### config.mk
export PLATFORM = sky130hd
export DESIGN_NAME = vref_step_sequencer_flat
export DESIGN_NICKNAME = d
export VERILOG_FILES = /design/src/rtl/vref_step_sequencer_if.sv /design/src/rtl/vref_step_sequencer.sv /design/src/flat_wrapper.sv
export SDC_FILE = /design/constraint.sdc
export NUM_CORES = 1
export LEC_CHECK = 0
export BUFFER_PORTS_ARGS = -buffer_cell sky130_fd_sc_hd__buf_2
export CORE_MARGIN = 1.5
export CORE_UTILIZATION = 45
export CTS_CLUSTER_SIZE = 40
export DETAILED_ROUTE_END_ITERATION = 16
export GPL_TIMING_DRIVEN = 0
export RECOVER_POWER = 100
export SLEW_MARGIN = 20
export SYNTH_ARGS = -nofsm -noshare
export SYNTH_HDL_FRONTEND = slang
export SYNTH_SLANG_ARGS = --single-unit
export TNS_END_PERCENT = 20
### constraint.sdc
create_clock -name clk -period 7.9 [get_ports clk]
set_clock_uncertainty 0.1 [all_clocks]
set_input_delay 2.37 -clock clk [delete_from_list [all_inputs] [get_ports clk]]
set_output_delay 2.37 -clock clk [all_outputs]
set_load 0.01 [all_outputs]
### src/rtl/vref_step_sequencer_if.sv
// Switch/strobe inputs and LUT-index outputs of the vref step sequencer.
// master drives the switches and strobes; slave is the sequencer.
interface vref_step_sequencer_if;
  logic [3:0] sw_in;
  logic       sample_tick;
  logic       hold;
  logic [3:0] sel_out;
  logic       vref_valid;
  logic       busy;
  logic [3:0] target_out;

  modport master (
    output sw_in, sample_tick, hold,
    input  sel_out, vref_valid, busy, target_out
  );

  modport slave (
    input  sw_in, sample_tick, hold,
    output sel_out, vref_valid, busy, target_out
  );
endinterface

### src/rtl/vref_step_sequencer.sv
// Debounces the setpoint switches and ramps the reference LUT index
// one step per dwell period, with an immediate drop to index 0.
module vref_step_sequencer #(
  parameter int unsigned DEBOUNCE_CYCLES = 50000,
  parameter int unsigned DWELL_TICKS     = 100
) (
  input logic                  clk,
  input logic                  rst_n,
  vref_step_sequencer_if.slave io
);
  localparam int unsigned DBW =
    (DEBOUNCE_CYCLES > 1) ? $clog2(DEBOUNCE_CYCLES) : 1;
  localparam int unsigned DWW =
    (DWELL_TICKS > 1) ? $clog2(DWELL_TICKS) : 1;
  localparam logic [DBW-1:0] DB_MAX = DBW'(DEBOUNCE_CYCLES - 1);
  localparam logic [DWW-1:0] DW_MAX = DWW'(DWELL_TICKS - 1);

  typedef enum logic {IDLE, RAMP} state_e;

  logic [3:0]     meta_q, sync_q;
  logic [3:0]     cand_q, cand_d;
  logic [3:0]     tgt_q, tgt_d;
  logic [DBW-1:0] db_cnt_q, db_cnt_d;

  state_e         state_q;
  logic [3:0]     sel_q, sel_d, step_d;
  logic           valid_q, busy_q, done_q;
  logic [DWW-1:0] dw_cnt_q;
  logic           ready, in_ramp, moving;
  logic           zero_abort, go_idle, do_step, dw_inc;

  always_comb begin
    cand_d   = cand_q;
    db_cnt_d = db_cnt_q;
    tgt_d    = tgt_q;
    if (sync_q != cand_q) begin
      cand_d   = sync_q;
      db_cnt_d = '0;
      // a one-cycle debounce accepts on the first sample
      if (DEBOUNCE_CYCLES == 1) tgt_d = sync_q;
    end else begin
      if (db_cnt_q != DB_MAX) db_cnt_d = db_cnt_q + 1'b1;
      if (db_cnt_d == DB_MAX) tgt_d = cand_q;
    end
  end

  always_ff @(posedge clk or negedge rst_n) begin
    if (!rst_n) begin
      meta_q   <= '0;
      sync_q   <= '0;
      cand_q   <= '0;
      db_cnt_q <= '0;
      tgt_q    <= '0;
    end else begin
      meta_q   <= io.sw_in;
      sync_q   <= meta_q;
      cand_q   <= cand_d;
      db_cnt_q <= db_cnt_d;
      tgt_q    <= tgt_d;
    end
  end

  always_comb begin
    step_d = (tgt_q > sel_q) ? sel_q + 4'd1 : sel_q - 4'd1;
    ready   = done_q || (dw_cnt_q == DW_MAX);
    in_ramp = (state_q == RAMP);
    moving  = in_ramp && (tgt_q != sel_q);
    // dropping to the safe index ignores dwell and hold
    zero_abort = moving && (tgt_q == 4'd0) && io.sample_tick;
    go_idle = (in_ramp && (tgt_q == sel_q)) || zero_abort;
    do_step = moving && !zero_abort && io.sample_tick
              && !io.hold && ready;
    dw_inc  = moving && !zero_abort && io.sample_tick
              && !io.hold && !ready;
    sel_d = zero_abort ? 4'd0 : (do_step ? step_d : sel_q);
  end

  always_ff @(posedge clk or negedge rst_n) begin
    if (!rst_n) begin
      state_q  <= IDLE;
      sel_q    <= '0;
      valid_q  <= 1'b0;
      busy_q   <= 1'b0;
      done_q   <= 1'b0;
      dw_cnt_q <= '0;
    end else begin
      sel_q   <= sel_d;
      valid_q <= (sel_d != sel_q);
      busy_q  <= (sel_d != tgt_d);
      unique case (state_q)
        IDLE: begin
          if (tgt_q != sel_q) begin
            state_q  <= RAMP;
            done_q   <= 1'b1;
            dw_cnt_q <= '0;
          end
        end
        RAMP: begin
          unique case (1'b1)
            go_idle: state_q <= IDLE;
            do_step: begin
              dw_cnt_q <= '0;
              done_q   <= 1'b0;
              if (step_d == tgt_q) state_q <= IDLE;
            end
            dw_inc:  dw_cnt_q <= dw_cnt_q + 1'b1;
            default: ;
          endcase
        end
        default: state_q <= IDLE;
      endcase
    end
  end

  assign io.sel_out    = sel_q;
  assign io.vref_valid = valid_q;
  assign io.busy       = busy_q;
  assign io.target_out = tgt_q;
endmodule

### src/flat_wrapper.sv
// flat-port wrapper written by rule: the top's interface ports become plain ports
module vref_step_sequencer_flat 
#(
  parameter int unsigned DEBOUNCE_CYCLES = 50000,
  parameter int unsigned DWELL_TICKS     = 100
)
  (clk, rst_n, io_sw_in, io_sample_tick, io_hold, io_sel_out, io_vref_valid, io_busy, io_target_out);
  vref_step_sequencer_if io_i ();
  input logic clk;
  input logic rst_n;
  input wire logic [$bits(io_i.sw_in)-1:0] io_sw_in;
  input wire logic [$bits(io_i.sample_tick)-1:0] io_sample_tick;
  input wire logic [$bits(io_i.hold)-1:0] io_hold;
  output wire logic [$bits(io_i.sel_out)-1:0] io_sel_out;
  output wire logic [$bits(io_i.vref_valid)-1:0] io_vref_valid;
  output wire logic [$bits(io_i.busy)-1:0] io_busy;
  output wire logic [$bits(io_i.target_out)-1:0] io_target_out;
  assign io_i.sw_in = io_sw_in;
  assign io_i.sample_tick = io_sample_tick;
  assign io_i.hold = io_hold;
  assign io_sel_out = io_i.sel_out;
  assign io_vref_valid = io_i.vref_valid;
  assign io_busy = io_i.busy;
  assign io_target_out = io_i.target_out;
  vref_step_sequencer #(.DEBOUNCE_CYCLES(DEBOUNCE_CYCLES), .DWELL_TICKS(DWELL_TICKS)) u_core (.clk(clk), .rst_n(rst_n), .io(io_i));
endmodule
# After elaboration in Yosys (flattened, before gate mapping)
# Cells that the tools add are included.
[op_classes] add_sub_neg=4 n_lt_le_gt_ge=1 n_eq_ne=12 n_mux=18 n_bitwise=1 reduce_logical=17
[ops] cell="16-bit two-way mux" count=3
[ops] cell="7-bit case mux with 2 select lines" count=2
[ops] cell="4-bit two-way mux" count=5
[ops] cell="16-bit by 1-bit adder with 16-bit output (second input constant)" count=1
[ops] cell="16-bit == test (second input constant)" count=1
[ops] cell="16-bit inequality test (second input constant)" count=1
[ops] cell="4-bit inequality test" count=4
[ops] cell="1-bit logical AND" count=9
[ops] cell="4-bit == test" count=2
[ops] cell="7-bit by 1-bit adder with 7-bit output (second input constant)" count=1
[ops] cell="7-bit == test (second input constant)" count=1
[ops] cell="7-bit two-way mux" count=1
[ops] cell="1-bit case mux with 2 select lines" count=3
[ops] cell="4-bit by 1-bit adder with 4-bit output (second input constant)" count=1
[ops] cell="4-bit > comparator" count=1
[ops] cell="4-bit zero test" count=1
[ops] cell="1-bit two-way mux" count=4
[ops] cell="2-bit AND reduction" count=2
[ops] cell="4-bit by 1-bit subtractor with 4-bit output (second input constant)" count=1
[ops] cell="1-bit zero test" count=3
[ops] cell="3-bit inequality test (second input constant)" count=1
[ops] cell="1-bit logical OR" count=2
[ops] cell="2-bit by 1-bit inequality test with 1-bit output (second input constant)" count=1
[ops] cell="2-bit inequality test (second input constant)" count=1
[ops] cell="1-bit inverter" count=1
[word_totals] ff_bits=47 inputBits=8 out_inout_bits=10 elab_cells=64

# Depth between registers and ports, before layout
[depth] word_depth=12 ltp_mapped=15 mapped_depth_nobuf=15

# Worst setup path before layout
# No wires, ideal clock.
[synth_path] kind="in2reg" startpoint="input io_sample_tick" endpoint="register u_core.busy_q (netlist: u_core.io.busy)" setup_ns=0.133 arrival_time_ns=3.700 t_required_ns=7.667 slack_ns=3.968 cell_stages=8 path_buffers=1 path_cell_list="nand2b_1 nor4_1 nor2_1 nor2b_1 buf_6 a211oi_1 xnor2_1 nand4_1"
[synth_via] elab_chain_cells=9
[synth_rtl] item="start: declaration" line="flat_wrapper.sv:12" rtl="input wire logic [$bits(io_i.sample_tick)-1:0] io_sample_tick;"
[synth_rtl] item="1-bit logical AND" line="vref_step_sequencer.sv:69" rtl="zero_abort = moving && (tgt_q == 4'd0) && io.sample_tick;"
[synth_rtl] item="1-bit zero test" line="vref_step_sequencer.sv:71" rtl="do_step = moving && !zero_abort && io.sample_tick"
[synth_rtl] item="1-bit logical AND (2 in a row)" line="vref_step_sequencer.sv:71"
[synth_rtl] item="1-bit logical AND (2 in a row)" line="vref_step_sequencer.sv:72" rtl="&& !io.hold && ready;"
[synth_rtl] item="4-bit two-way mux" line="vref_step_sequencer.sv:75" rtl="sel_d = zero_abort ? 4'd0 : (do_step ? step_d : sel_q);"
[synth_rtl] item="4-bit two-way mux (*)" line="vref_step_sequencer.sv:75"
[synth_rtl] item="net u_core.sel_d[1]" line="vref_step_sequencer.sv:26" rtl="logic [3:0] sel_q, sel_d, step_d;"
[synth_rtl] item="4-bit inequality test (*)" line="vref_step_sequencer.sv:89" rtl="busy_q <= (sel_d != tgt_d);"
[synth_rtl] item="end signal: assignment" line="vref_step_sequencer.sv:89"
[synth_rtl] item="end: declaration" line="vref_step_sequencer.sv:27" rtl="logic valid_q, busy_q, done_q;"
# Mark *: on every way through the listed nets, which the timed path passes. The rest lies on a longest branch.
# A chain may end at the register's enable or synchronous reset.

==> results_dict.tcl <==
set metrics [dict create \
    setup_viol 0 \
    slew-limit-headroom_pct -64.5 \
    wl_um 4650 \
    grt_max_degree 48 \
    critPathTopFamily "buffers and inverters" \
    stdcell_count 350 \
    core-area_sq_um 5510 \
    initial_utilization_pct 46.4 \
    dp.cells 342 \
    clock_path_buffers 2 \
    place_hpwl_um 3260 \
    io_pins 18 \
    syn_inst 253 \
    grt_antenna_before_repair 0 \
    ant_nets 0 \
    place.gp.congestion 0.855 \
    cp_num_buf_inv 1 \
    ctsResizeCount 0 \
    critPathArrivalTime_ns 4.12 \
    powerDensity_nw_per_um2 247 \
    synthDistinctLibCells 51 \
    final_util_pct 50.6 \
    layout.cells.most_common_list "dfrtp_1 (47), nor2_1 (32), xnor2_1 (24)" \
    slowest_stage "clkbuf_1" \
    diodes 0 \
    io_buffers 17 \
    grt_pass1_wl_um 8340 \
    vias 1822 \
    violations "max-capacitance violations, max-slew violations" \
    rows 27 \
    ys_seq_area_share_pct 46.1 \
    p_leak_uw 0.00115 \
    period_needed_ns 4.33 \
    tightest_slew_ns 2.47 \
    setup_tns_ns 0 \
    cts_tree "built" \
    grt_pass1_vias 1801 \
    maxSlewViolCount 48 \
    postCtsSetupRepairBufs 0 \
    overflow 0 \
    layout.nets 294 \
    synth_nets 270 \
    slowest_delay_ns 1.72 \
    drc_errors 0 \
    rsz0062_at_grt "no" \
    ys_ff_latch 47 \
    die_w_um 78.3 \
    vias_per_cell 5.21 \
    post_dp_cell_area_sq_um 2730 \
    cts_hold_buf 0 \
    final_common_cell "dfrtp_1" \
    avgRoutedWirePerCell_um 13.3 \
    path_cells "clkbuf_1" \
    synth-async-reset-ratio_pct 100 \
    maxClockFrequency_mhz 231 \
    status "complete, but fails checks" \
    root_buffer "clkbuf_8" \
    nFillCells 511 \
    synth_warnings 0 \
    dr.pass1.iters 6 \
    die_h_um 78.3 \
    hold_violations 0 \
    synth_edf_count 0 \
    route.met3.wl_um 166 \
    synth.cell_area_sq_um 2550 \
    worstSkewPairLatency_ns 0.29 \
    wl_met2_um 1970 \
    period_share_pct 54.7 \
    peakVddDrop_uv 170 \
    drive_gt1_share_pct 9.35 \
    hold_slack_ns 0.257 \
    hold_class "register to register" \
    cp.required_ns 7.69 \
    synth_area_per_cell_sq_um 10.1 \
    track_usage_pct 17.3 \
    clkTransAtPathRegs_ns 0.09 \
    crit_fanout 47 \
    htree_levels 2 \
    cts_made_buffers 5 \
    endpoint_kind "async pin" \
    cp-start-kind "primary input" \
    design_area_sq_um 2780 \
    die_area_sq_um 6140 \
    ys.flop_type "dfrtp_1" \
    wl_met1_um 2460 \
    syn2layout_area_growth_pct 9.02 \
    drt_iter0_markers 67 \
    top_layer_used "met4" \
    clock_sinks 47 \
    path_class "primary input to async pin" \
    drv_cap 1 \
]
routing by layer:
| layer | up-vias | track usage [%] |
|---|---|---|
| met5 | - | 0 |
| met4 | 0 | 5.71 |
| met3 | 7 | 3.95 |
| met2 | 32 | 24.8 |
| met1 | 852 | 25.6 |
| li1 | 931 | - |
cells by family after synthesis:
group,count (synthesis),share of synthesized area (%)
AND/OR/NAND/NOR,102,22.3
flip-flops,47,46.1
AO/OA/AOI/OAI,35,8.72
XOR/XNOR,31,10.6
buffers and inverters,22,4.61
adder cells (fa/ha/maj),9,4.70
multiplexers,7,2.94
per-stage QoR:
stage                     total power (uW)  worst slack [ns]
after detailed placement               517              3.57
after floorplan                        460              3.97
final                                  687              3.57
after CTS                              700              3.90
after global routing                   734              3.05
after global placement                 518              3.58
layout make-up:
class	instances	area (sq um)	share of cell area, %
Buffer	13	65.1	2.34
Timing Repair Buffer	17	71.3	2.56
Tap cell	72	90.1	3.24
Multi-Input combinational cell	184	1230	44.3
Clock inverter	3	46.3	1.66
Inverter	9	33.8	1.21
Clock buffer	5	68.8	2.47
Sequential cell	47	1180	42.2
synth_stat cells, types with 3 or more instances:
library cell	number	share of area, %
dfrtp_1	47	46
nor2_1	32	4.7
xnor2_1	24	8.2
nand2_1	13	1.9
o21ai_0	11	2.2
nand3_1	10	2.0
a21oi_1	9	1.8
inv_1	9	1.3
ha_1	8	3.9
xor2_1	7	2.4
clkbuf_1	6	0.88
nand4_1	6	1.5
and3_1	5	1.2
nor3_1	5	0.98
nor4_1	5	1.2
mux2_2	4	1.8
nand2b_1	4	0.98
buf_4	3	0.88
buf_6	3	1.3
mux2i_1	3	1.2
nand4b_1	3	1.0
power by group:
group          switching [uW]  internal (uW)  leakage, uW
sequential               19.1            261     0.000618
combinational             130           99.2     0.000477
clock                    81.7           95.3    0.0000548
final timing paths:
check | from | end | slack [ns] | cells past startpoint
min in group asynchronous | rst_n | u_core.io.vref_valid$_DFF_PN0_ | 2.73 | 1
worst min register to register | u_core.meta_q[2]$_DFF_PN0_ | u_core.sync_q[2]$_DFF_PN0_ | 0.26 | 0
worst min-delay path | u_core.meta_q[2]$_DFF_PN0_ | u_core.sync_q[2]$_DFF_PN0_ | 0.26 | 0
worst max register to register | u_core.db_cnt_q[12]$_DFF_PN0_ | u_core.io.busy$_DFF_PN0_ | 4.61 | 9
max in group clk | io_hold | u_core.io.busy$_DFF_PN0_ | 3.76 | 9
worst max-delay path | rst_n | u_core.db_cnt_q[15]$_DFF_PN0_ | 3.57 | 1
flip-flops by register name, summed over array words and instances, names as in the netlist:
signal,cells
u_core.cand_q,4
u_core.in_ramp,1
u_core.db_cnt_q,16
u_core.io.target_out,4
u_core.io.vref_valid,1
u_core.meta_q,4
u_core.io.busy,1
u_core.dw_cnt_q,7
u_core.sync_q,4
u_core.io.sel_out,4
u_core.done_q,1
Power figures use the tool's default switching activity.
